--- config.mk ---
export PLATFORM = sky130hd
export DESIGN_NAME = i2s_shot_tone_tx
export DESIGN_NICKNAME = d
export VERILOG_FILES = /design/src/rtl/i2s_shot_tone_tx.sv
export SDC_FILE = /design/constraint.sdc
export NUM_CORES = 1
export LEC_CHECK = 0
export ABC_AREA = 1
export BUFFER_PORTS_ARGS = -buffer_cell sky130_fd_sc_hd__buf_2
export CORE_UTILIZATION = 25
export CTS_BUF_LIST = sky130_fd_sc_hd__clkbuf_16
export DETAILED_ROUTE_END_ITERATION = 6
export GPL_ROUTABILITY_DRIVEN = 0
export PLACE_DENSITY = 0.49
export SYNTH_ARGS = -nofsm -noshare
export SYNTH_HDL_FRONTEND = slang
export SYNTH_SLANG_ARGS = --single-unit
export TNS_END_PERCENT = 1
--- constraint.sdc ---
create_clock -name clk -period 4.2 [get_ports clk]
set_clock_uncertainty 0.2 [all_clocks]
set_input_delay 0.84 -clock clk [delete_from_list [all_inputs] [get_ports clk]]
set_output_delay 0.84 -clock clk [all_outputs]
set_load 0.01 [all_outputs]
--- src/rtl/i2s_shot_tone_tx.sv ---
// I2S DAC transmitter that plays short decaying square-wave shot/hit effects.
// Optional macro SHOT_NOISE_EN replaces the fire tone with Galois LFSR noise.
module i2s_shot_tone_tx #(
    parameter int          BCLK_DIV   = 16,
    parameter int          FIRE_HALF  = 20,
    parameter int          HIT_HALF   = 8,
    parameter int          DUR_FRAMES = 4096,
    parameter logic [15:0] AMP_INIT   = 16'h3FFF
) (
    input  logic clk,
    input  logic reset,
    input  logic fire,
    input  logic hit,
    output logic aud_bclk,
    output logic aud_daclrck,
    output logic aud_dacdat,
    output logic busy
);
    localparam int DW   = (BCLK_DIV > 1) ? $clog2(BCLK_DIV) : 1;
    localparam int FW   = $clog2(DUR_FRAMES);
    localparam int HMAX = (FIRE_HALF > HIT_HALF) ? FIRE_HALF : HIT_HALF;
    localparam int HW   = (HMAX > 1) ? $clog2(HMAX) : 1;

    typedef enum logic {IDLE, PLAY} state_t;
    typedef enum logic [1:0] {REQ_NONE, REQ_FIRE, REQ_HIT} req_t;

    logic [DW-1:0] div_cnt;
    logic          bclk_q;
    logic [5:0]    bit_cnt;
    state_t        state, state_n;
    req_t          pending, pending_n, req_in;
    logic          is_hit, is_hit_n;
    logic [FW-1:0] frame_idx, frame_idx_n, frame_inc;
    logic [HW-1:0] half_cnt, half_cnt_n, half_last;
    logic          phase, phase_n, pol;
    logic [15:0]   sample, sample_n, amp;
    logic          div_wrap, bclk_fall, boundary;
    logic [4:0]    slot;
    logic [3:0]    bit_sel;
`ifdef SHOT_NOISE_EN
    logic [15:0]   lfsr, lfsr_n, lfsr_step;
    assign lfsr_step = {1'b0, lfsr[15:1]} ^ (lfsr[0] ? 16'hB400 : 16'h0000);
`endif

    assign div_wrap  = (div_cnt == DW'(BCLK_DIV - 1));
    assign bclk_fall = div_wrap && bclk_q;
    assign boundary  = bclk_fall && (bit_cnt == 6'd63);
    assign frame_inc = frame_idx + FW'(1);
    assign half_last = is_hit ? HW'(HIT_HALF - 1) : HW'(FIRE_HALF - 1);
    // Decay step is the top three bits of the frame index, valid because DUR_FRAMES is a power of two
    assign amp       = AMP_INIT >> frame_inc[FW-1 -: 3];

    always_ff @(posedge clk) begin
        if (reset) begin
            div_cnt   <= '0;
            bclk_q    <= 1'b0;
            bit_cnt   <= '0;
            state     <= IDLE;
            pending   <= REQ_NONE;
            is_hit    <= 1'b0;
            frame_idx <= '0;
            half_cnt  <= '0;
            phase     <= 1'b1;
            sample    <= '0;
`ifdef SHOT_NOISE_EN
            lfsr      <= 16'hACE1;
`endif
        end else begin
            div_cnt   <= div_wrap ? '0 : div_cnt + DW'(1);
            if (div_wrap)
                bclk_q <= ~bclk_q;
            if (bclk_fall)
                bit_cnt <= bit_cnt + 6'd1;
            state     <= state_n;
            pending   <= pending_n;
            is_hit    <= is_hit_n;
            frame_idx <= frame_idx_n;
            half_cnt  <= half_cnt_n;
            phase     <= phase_n;
            sample    <= sample_n;
`ifdef SHOT_NOISE_EN
            lfsr      <= lfsr_n;
`endif
        end
    end

    always_comb begin
        req_in = REQ_NONE;
        if (hit)
            req_in = REQ_HIT;
        else if (fire)
            req_in = REQ_FIRE;
        state_n     = state;
        pending_n   = pending;
        is_hit_n    = is_hit;
        frame_idx_n = frame_idx;
        half_cnt_n  = half_cnt;
        phase_n     = phase;
        sample_n    = sample;
        pol         = phase;
`ifdef SHOT_NOISE_EN
        lfsr_n      = lfsr;
`endif
        if (req_in == REQ_HIT || (req_in == REQ_FIRE && pending != REQ_HIT))
            pending_n = req_in;
        if (boundary) begin
            if (pending != REQ_NONE) begin
                // A request consumed here makes room for one arriving in the same cycle
                state_n     = PLAY;
                pending_n   = req_in;
                is_hit_n    = (pending == REQ_HIT);
                frame_idx_n = '0;
                half_cnt_n  = '0;
                phase_n     = 1'b1;
                pol         = 1'b1;
`ifdef SHOT_NOISE_EN
                if (pending == REQ_FIRE) begin
                    pol    = lfsr[0];
                    lfsr_n = lfsr_step;
                end
`endif
                sample_n    = pol ? AMP_INIT : 16'h0000 - AMP_INIT;
            end else if (state == PLAY) begin
                if (frame_idx == FW'(DUR_FRAMES - 1)) begin
                    state_n  = IDLE;
                    sample_n = '0;
                end else begin
                    frame_idx_n = frame_inc;
                    if (half_cnt == half_last) begin
                        half_cnt_n = '0;
                        phase_n    = ~phase;
                    end else begin
                        half_cnt_n = half_cnt + HW'(1);
                    end
                    pol = phase_n;
`ifdef SHOT_NOISE_EN
                    if (!is_hit) begin
                        pol    = lfsr[0];
                        lfsr_n = lfsr_step;
                    end
`endif
                    sample_n = pol ? amp : 16'h0000 - amp;
                end
            end
        end
    end

    // Slot 0 is the I2S one-bit delay; slots 1..16 carry the sample MSB first
    assign slot        = bit_cnt[4:0];
    assign bit_sel     = 4'(5'd16 - slot);
    assign aud_bclk    = bclk_q;
    assign aud_daclrck = bit_cnt[5];
    assign aud_dacdat  = (slot != 5'd0 && slot <= 5'd16) ? sample[bit_sel] : 1'b0;
    assign busy        = (state == PLAY);
endmodule
==> metrics.yaml, run 1 <==
leakagePower_nw: 1.06
finalCriticalPeriod_ns: 3.14
worstRegToRegCells: 6
grt_pass1_wl_um: 10100
r2r_slack_ns: 1.68
synth_ff_type: "dfxtp_1"
cts_max_level: 2
drv_slew: 0
startpoint: "bit_cnt[0]"
grt_max_degree: 26
cts_buffer_depth: 2
synthMostInstantiatedCell: "nand2_1"
fin_crit_sh_pct: 74.7
post-route-drc-count: 0
vias: 2260
cts_sinks: 43
fp.dieH_um: 101
ir_drop_mv: 0.189
drt_wl_total_um: 5830
fmax_ghz: 0.319
syn-num-nets: 362
core_area_sq_um: 9420
yosysTopAreaCell: "dfxtp_1"
hold_violations: 0
overflow: 0
rsz0062_at_grt: "false"
crit_path_end: "aud_dacdat"
netlist.area_leader.share_pct: 34.9
clk_root_buffer_cell: "clkbuf_16"
cp.arrival_ns: 2.10
post_cts_resized: 0
start_util_pct: 26.2
holdCritPathClass: "flop to flop"
tritoncts: "yes"
max_slew_margin_pct: 60.7
area_growth_pct: 13.5
ys.warnings.count: 0
nets: 369
synth_area_leaders: "dfxtp_1 (35%), nand2_1 (13%), nand3_1 (7.5%), a21oi_1 (7.1%), inv_1 (4.9%)"
finalSetupViolations: 0
cpMostUsedCell: "inv_1"
status: "complete, no violations"
netlist_top_cells_count: "nand2_1 (84), dfxtp_1 (43), nand3_1 (37)"
post-dp-hpwl_um: 4340
cp_num_cells: 8
first_global_vias: 2115
ys_seq_area_share_pct: 34.9
wl_per_cell_um: 11.9
clk_latency_ns: 0.28
drv_cap: 0
syn_area_sq_um: 2470
vias_per_cell: 4.61
reg2reg_to: "phase"
worst-endpoint-required_ns: 3.16
place_area_sq_um: 2630
final_area_sq_um: 2800
path_cells: "inv_1 > ha_1 > inv_1 > o21ai_0 > nand3_1 > a21boi_0 > nor3b_1 > buf_2"
critPathSlowestCell: "dfxtp_1"
fillCellCount: 1036
r2r_start: "pending[1]"
dr.pass1.iters: 4
drive_gt1_share_pct: 12.5
die_area_sq_um: 10300
die_w_um: 101
syn-instance-count: 353
post_cts_buffers: 0
n_antenna_cell: 0
ys_async_sr_fraction_pct: 0
cpPeakStageDelay_ns: 0.44
clk_pin_slew_ns: 0.07
cts_hold_buf: 0
cp_max_fo: 11
critPathCaptureType: "output port"
synth_edf_count: 0
fp-row-count: 35
avgSynthCellArea_sq_um: 6.99
cp_top_family: "buffers and inverters"
start_kind: "flop"
fin_tns_setup_ns: 0
port_buffers: 7
cts_buffers: 5
path_class: "flop to output port"
yosysUniqueCellTypes: 35
cp_num_buf_inv: 3
drt_iter0_markers: 101
worst-slew-pin-transition_ns: 0.587
powerDensity_nw_per_um2: 318
ys_seq_elements: 43
ant_nets: 0
setup_ws_ns: 1.06
antenna_found_initial: 0
ioPinCount: 8
pre_cts_slack_ns: 1.41
globalRouteTotalUtil_pct: 12.3
-- power breakdown --
| part | internal, W | leakage (nW) | switching (W) |
|---|---|---|---|
| logic | 0.00000644 | 0.633 | 0.0000205 |
| registers | 0.000411 | 0.347 | 0.00000332 |
| clock network | 0.000283 | 0.0804 | 0.000166 |
| total | 0.000700 | 1.06 | 0.000190 |
-- worst reg2reg max path: cells and delay by family, from the launching register on --
family          cells  cell delay, ns
flops               1            0.34
buf+inv             2            0.62
compound gates      2            0.69
simple gates        2            0.52
-- state kept, by name, indices dropped and copies added, names as in the netlist, 2 cells and up --
register	flops
bit_cnt	6
div_cnt	4
frame_idx	12
half_cnt	5
pending	2
sample	10
-- worst min-delay path by stage --
stage	start	endpoint	slack, ns	cells after the start
floorplan	div_cnt[0]	div_cnt[0]	0.22	1
global placement	div_cnt[0]	div_cnt[0]	0.24	1
detailed placement	div_cnt[0]	div_cnt[0]	0.24	1
CTS	div_cnt[0]	div_cnt[0]	0.26	1
global route	div_cnt[0]	div_cnt[0]	0.27	1
finish	div_cnt[0]	div_cnt[0]	0.25	1
-- cell usage in the layout, fill, tap and decap left out, types with 3 or more instances in the layout --
| master | count |
|---|---|
| xor2_1 | 7 |
| nand2_2 | 9 |
| clkbuf_16 | 5 |
| inv_1 | 32 |
| nand3_1 | 37 |
| nand4_1 | 6 |
| a21oi_1 | 35 |
| dfxtp_1 | 43 |
| ha_1 | 5 |
| nor3b_1 | 4 |
| nand2_1 | 84 |
| a21oi_2 | 8 |
| nor2_1 | 26 |
| nor3_1 | 5 |
| o21ai_0 | 20 |
| xnor2_1 | 3 |
| buf_2 | 7 |
-- final cells by class --
class	count	area, sq um	area share [%]
timing repair buffer	7	35.0	1.25
sequential	43	861	30.7
clock buffer	5	125	4.47
clock inverter	3	46.3	1.65
tap	129	161	5.76
inverter	34	128	4.56
multi-input combinational	269	1440	51.6
-- stage by stage --
| step | util [%] | hold slack, ns | cells | power (W) |
|---|---|---|---|---|
| after CTS | 29.7 | 0.255 | 490 | 0.000902 |
| after floorplan | - | 0.218 | 353 | 0.000444 |
| final | 29.7 | 0.249 | 490 | 0.000890 |
| after global routing | 29.7 | 0.275 | 490 | 0.000922 |
| after global placement | 27.9 | 0.236 | 482 | 0.000450 |
| after detailed placement | 27.9 | 0.242 | 482 | 0.000451 |
-- cell families (layout without fill, tap and decap cells) --
family	Yosys count	count (layout)	share of synthesized area, %
and+or+nand+nor	182	182	35.1
AOI/OAI and AO/OA	72	72	17.3
DFF	43	43	34.9
buffers and inverters	41	49	6.59
xor gates and xnor gates	10	10	3.55
adders and majority gates	5	5	2.54
-- metal layers --
metal  part of all wire (%)  GRT usage (%)  up-vias
li1                       -              -     1189
met1                     50           16.9     1036
met2                     46           20.4       33
met3                    3.6           2.07        2
met4                   0.70           2.34        0
met5                      0              0        -
(Power assumes the default switching activity.)
==> run 2: changes to the inputs <==
--- a/config.mk
+++ b/config.mk
@@ -5,13 +5,13 @@
 export SDC_FILE = /design/constraint.sdc
 export NUM_CORES = 1
 export LEC_CHECK = 0
-export ABC_AREA = 1
+export ABC_AREA = 0
 export BUFFER_PORTS_ARGS = -buffer_cell sky130_fd_sc_hd__buf_2
 export CORE_UTILIZATION = 25
 export CTS_BUF_LIST = sky130_fd_sc_hd__clkbuf_16
 export DETAILED_ROUTE_END_ITERATION = 6
 export GPL_ROUTABILITY_DRIVEN = 0
-export PLACE_DENSITY = 0.49
+export PLACE_DENSITY = 0.5
 export SYNTH_ARGS = -nofsm -noshare
 export SYNTH_HDL_FRONTEND = slang
 export SYNTH_SLANG_ARGS = --single-unit
==> constraint.sdc (replaced) <==
create_clock -name clk -period 2.6 [get_ports clk]
set_clock_uncertainty 0.2 [all_clocks]
set_input_delay 0.52 -clock clk [delete_from_list [all_inputs] [get_ports clk]]
set_output_delay 0.52 -clock clk [all_outputs]
set_load 0.01 [all_outputs]
==> metrics.yaml, run 2 <==
status: "complete, no violations"
holdCritPathClass: "input port to flop"
worst-slew-pin-transition_ns: 0.592
worst-endpoint-required_ns: 1.88
synth_area_leaders: "dfxtp_1 (36%), nor2_1 (6.2%), xnor2_1 (5.2%), xor2_1 (4.1%), a21oi_1 (3.6%)"
yosysUniqueCellTypes: 54
area_growth_pct: 16.3
drv_cap: 0
cp_num_cells: 7
worstRegToRegCells: 7
critPathCaptureType: "output port"
cp_top_family: "simple AND/OR/NAND/NOR gates"
fin_crit_sh_pct: 96.2
syn-instance-count: 275
cts_buffers: 5
clk_root_buffer_cell: "clkbuf_16"
syn_area_sq_um: 2380
vias: 1937
r2r_slack_ns: 0.20
first_global_vias: 1852
overflow: 0
ys_seq_area_share_pct: 36.2
rsz0062_at_grt: "false"
die_area_sq_um: 9900
cp_num_buf_inv: 2
n_antenna_cell: 0
whs_endpoint: "pending[0]"
grt_pass1_wl_um: 8980
vias_per_cell: 4.66
yosysTopAreaCell: "dfxtp_1"
path_cells: "inv_1 > ha_4 > xnor2_4 > or4_1 > a31oi_1 > a211oi_1 > buf_2"
ioPinCount: 8
start_util_pct: 25.7
whs_path_depth: 2
synth_edf_count: 0
drv_slew: 0
finalCriticalPeriod_ns: 2.50
fp-row-count: 35
clk_pin_slew_ns: 0.06
ys_seq_elements: 43
cts_max_level: 2
finalPower_w: 0.00131
tritoncts: "yes"
fin_tns_setup_ns: 0
reg_top3: "frame_idx (12), sample (10), bit_cnt (6)"
clk_latency_ns: 0.28
post-route-drc-count: 0
layout_common_cells: "dfxtp_1 (42), nor2_1 (39), nand2_1 (21)"
post-dp-hpwl_um: 3780
die_w_um: 99.5
max_slew_margin_pct: 60.2
worstHoldStart: "hit"
cp_max_fo: 5
cpPeakStageDelay_ns: 0.41
fp.dieH_um: 99.5
cts_buffer_depth: 2
netlist.area_leader.share_pct: 36.2
drt_wl_total_um: 5100
r2r_start: "div_cnt[0]"
fmax_ghz: 0.400
globalRouteTotalUtil_pct: 11.4
final_common_cell: "dfxtp_1"
ys.warnings.count: 0
path_class: "flop to output port"
ir_drop_mv: 0.203
reg2reg_to: "frame_idx[6]"
hold_violations: 0
leakagePower_nw: 0.943
finish.utilization_pct: 29.9
powerDensity_nw_per_um2: 474
finalSetupViolations: 0
cp.arrival_ns: 1.78
syn-num-nets: 284
cts_hold_buf: 0
wl_per_cell_um: 12.3
netlist_top_cells_count: "dfxtp_1 (43), nor2_1 (39), nand2_1 (21)"
critPathSlowestCell: "or4_1"
drive_gt1_share_pct: 17.4
drt_iter0_markers: 69
grt_max_degree: 19
core_area_sq_um: 9240
avgSynthCellArea_sq_um: 8.64
port_buffers: 7
dr.pass1.iters: 4
largest-register: "frame_idx"
nets: 295
ant_nets: 0
start_kind: "flop"
synthMostInstantiatedCell: "dfxtp_1"
ys_async_sr_fraction_pct: 0
cts_sinks: 43
startpoint: "bit_cnt[0]"
largest_register_ffs: 12
synth_ff_type: "dfxtp_1"
antenna_found_initial: 0
run 2: logic make-up (layout without fill, tap and decap cells):
kind of cell | after synthesis | count (layout) | share of synthesized area, %
compound gates | 52 | 52 | 14.6
simple gates | 124 | 124 | 29.5
flops | 43 | 43 | 36.2
fa+ha+maj | 5 | 5 | 2.63
xor+xnor | 27 | 27 | 10.6
mux | 4 | 4 | 2.21
buf+inv | 20 | 32 | 4.27
run 2: what timing repair did:
| action | 4_1_cts | 5_1_grt |
|---|---|---|
| pin swaps | 0 | 1 |
| resized for setup | 3 | 6 |
| buffers inserted | 0 | 0 |
| setup endpoints to repair | 1 | 1 |
run 2: area by class of cell:
cell class / instances / area [sq um]
Inverter: 4 / 15.0
Sequential cell: 43 / 865
Fill cell: 979 / 6480
Clock buffer: 5 / 125
Clock inverter: 3 / 15.0
Timing Repair Buffer: 20 / 136
Tap cell: 129 / 161
Multi-Input combinational cell: 212 / 1450
run 2: where the power goes:
group          switching (W)  total [W]  internal, W  leakage [nW]
logic              0.0000230  0.0000376    0.0000146         0.530
registers         0.00000563   0.000669     0.000664         0.348
clock network       0.000254   0.000603     0.000349        0.0649
run 2: how the worst max path moves through the flow:
stage | end | slack [ns]
6_report | aud_dacdat | 0.1
5_1_grt | aud_dacdat | 0.01
4_1_cts | aud_dacdat | 0.02
3_5_place_dp | frame_idx[6] | 0.21
3_3_place_gp | aud_dacdat | 0.24
2_1_floorplan | aud_dacdat | 0.02
run 2: per-stage QoR:
step | area, sq um | setup WS (ns) | hold slack, ns | std cells
2_1_floorplan | 2380 | 0.0169 | 0.247 | 275
3_3_place_gp | 2580 | 0.244 | 0.266 | 408
3_5_place_dp | 2580 | 0.206 | 0.275 | 408
4_1_cts | 2740 | 0.0190 | 0.209 | 416
5_1_grt | 2760 | 0.0103 | 0.204 | 416
6_report | 2760 | 0.0978 | 0.213 | 416
run 2: per-layer routing:
layer	track usage, %	wire length [um]
met1	15.7	2670
met2	17.6	2260
met3	2.95	111
met4	2.83	54
met5	0	0
==> run 3: changes to the inputs <==
--- a/config.mk
+++ b/config.mk
@@ -7,11 +7,11 @@
 export LEC_CHECK = 0
 export ABC_AREA = 0
 export BUFFER_PORTS_ARGS = -buffer_cell sky130_fd_sc_hd__buf_2
-export CORE_UTILIZATION = 25
+export CORE_UTILIZATION = 29
 export CTS_BUF_LIST = sky130_fd_sc_hd__clkbuf_16
 export DETAILED_ROUTE_END_ITERATION = 6
 export GPL_ROUTABILITY_DRIVEN = 0
-export PLACE_DENSITY = 0.5
+export PLACE_DENSITY = 0.55
 export SYNTH_ARGS = -nofsm -noshare
 export SYNTH_HDL_FRONTEND = slang
 export SYNTH_SLANG_ARGS = --single-unit
==> constraint.sdc (replaced) <==
create_clock -name clk -period 2.3 [get_ports clk]
set_clock_uncertainty 0.2 [all_clocks]
set_input_delay 0.46 -clock clk [delete_from_list [all_inputs] [get_ports clk]]
set_output_delay 0.46 -clock clk [all_outputs]
set_load 0.01 [all_outputs]
==> metrics.yaml, run 3 (synthesis gave the netlist of run 2 again) <==
holdCritPathClass: "input port to flop"
grt_pass1_wl_um: 9460
vias_per_cell: 4.99
max_slew_margin_pct: 72.8
largest_register_ffs: 12
ioPinCount: 8
ir_drop_mv: 0.419
clk_root_buffer_cell: "clkbuf_16"
worst-endpoint-required_ns: 1.64
largest-register: "frame_idx"
overflow: 0
drt_iter0_markers: 97
cp.arrival_ns: 1.75
worstRegToRegCells: 6
n_antenna_cell: 0
globalRouteTotalUtil_pct: 13.9
first_global_vias: 1980
drv_slew: 0
core_area_sq_um: 7810
status: "finished with violations"
start_kind: "flop"
whs_path_depth: 2
setup_ws_ns: -0.113
final_common_cell: "dfxtp_1"
met1_length_um: 2650
powerDensity_nw_per_um2: 589
fp-row-count: 32
whs_ns: 0.154
cts_buffers: 5
met2_length_um: 2600
clk_latency_ns: 0.28
cts_max_level: 2
port_buffers: 7
ant_nets: 0
stdcell_count: 404
start_util_pct: 30.4
tritoncts: "yes"
die_area_sq_um: 8560
nets: 310
antenna_found_initial: 0
cts_hold_buf: 0
vias: 2014
routed.top_layer: "met4"
finish.utilization_pct: 37.2
die_w_um: 92.5
finalSetupViolations: 1
dr.pass1.iters: 4
rsz0062_at_grt: "true"
fp.dieH_um: 92.5
cts_sinks: 43
area_growth_pct: 22.1
clk_pin_slew_ns: 0.06
path_class: "flop to output port"
critPathCaptureType: "output port"
dp.cells: 395
layout_common_cells: "dfxtp_1 (39), nor2_1 (38), buf_4 (28)"
post-route-drc-count: 0
grt_max_degree: 20
worst-slew-pin-transition_ns: 0.405
wl_per_cell_um: 13.6
drt_wl_total_um: 5500
hold_violations: 0
drive_gt1_share_pct: 25.2
reg_top3: "frame_idx (12), sample (10), bit_cnt (6)"
pre_cts_slack_ns: -0.0176
drv_cap: 0
route.met3.wl_um: 190
cts_buffer_depth: 2
finalCriticalPeriod_ns: 2.41
fin_crit_sh_pct: 105
fmax_ghz: 0.414
violations: "negative setup slack"
cp_max_fo: 4
leakagePower_nw: 1.06
post-dp-hpwl_um: 4080
-- run 3: cell type report --
| class | instances | area (sq um) |
|---|---|---|
| clock buffers | 5 | 125 |
| clock inverters | 3 | 63.8 |
| fillers | 811 | 4910 |
| inverters | 4 | 15.0 |
| multi-input cells | 212 | 1460 |
| flip-flops and latches | 43 | 866 |
| well taps | 102 | 128 |
| repair buffers | 35 | 245 |
-- run 3: metal layers --
| layer | track usage, % | up-vias |
|---|---|---|
| met5 | 0 | - |
| met3 | 3.45 | 7 |
| met2 | 22.6 | 25 |
| met1 | 18.3 | 950 |
| li1 | - | 1032 |
| met4 | 3.78 | 0 |
-- run 3: where the power goes --
part / switching, W / leakage [nW] / internal [W]
Sequential: 0.00000650 / 0.349 / 0.000752
Combinational: 0.0000280 / 0.613 / 0.0000178
Clock: 0.000285 / 0.0952 / 0.000618
-- run 3: through the flow --
step,power (W),TNS [ns],instance area (sq um)
after detailed placement,0.000820,-0.0357,2670
after CTS,0.00173,-0.120,2880
after floorplan,0.000802,0,2400
after global routing,0.00177,-0.187,2900
after global placement,0.000819,0,2670
final,0.00171,-0.113,2900
-- run 3: path summary, 6_finish.rpt --
check / from / to / slack (ns)
max: bit_cnt[0] / aud_dacdat / -0.11
max reg2reg: frame_idx[2] / sample[9] / 0.12
min: hit / pending[0] / 0.15
min reg2reg: div_cnt[0] / div_cnt[0] / 0.24
-- run 3: repair_timing --
item,in CTS,in global routing
setup endpoints to repair,11,16
pin swaps,2,2
gates resized for setup,6,8
gates cloned,0,0
buffers inserted,1,0
-- run 3: worst max-delay path, cell delays in order (launching register included) --
cell and delay [ns]:
dfxtp_2 0.33, inv_2 0.05, ha_4 0.16, xnor2_2 0.15
or4_1 0.41, a31oi_1 0.17, a211oi_2 0.06, buf_2 0.14
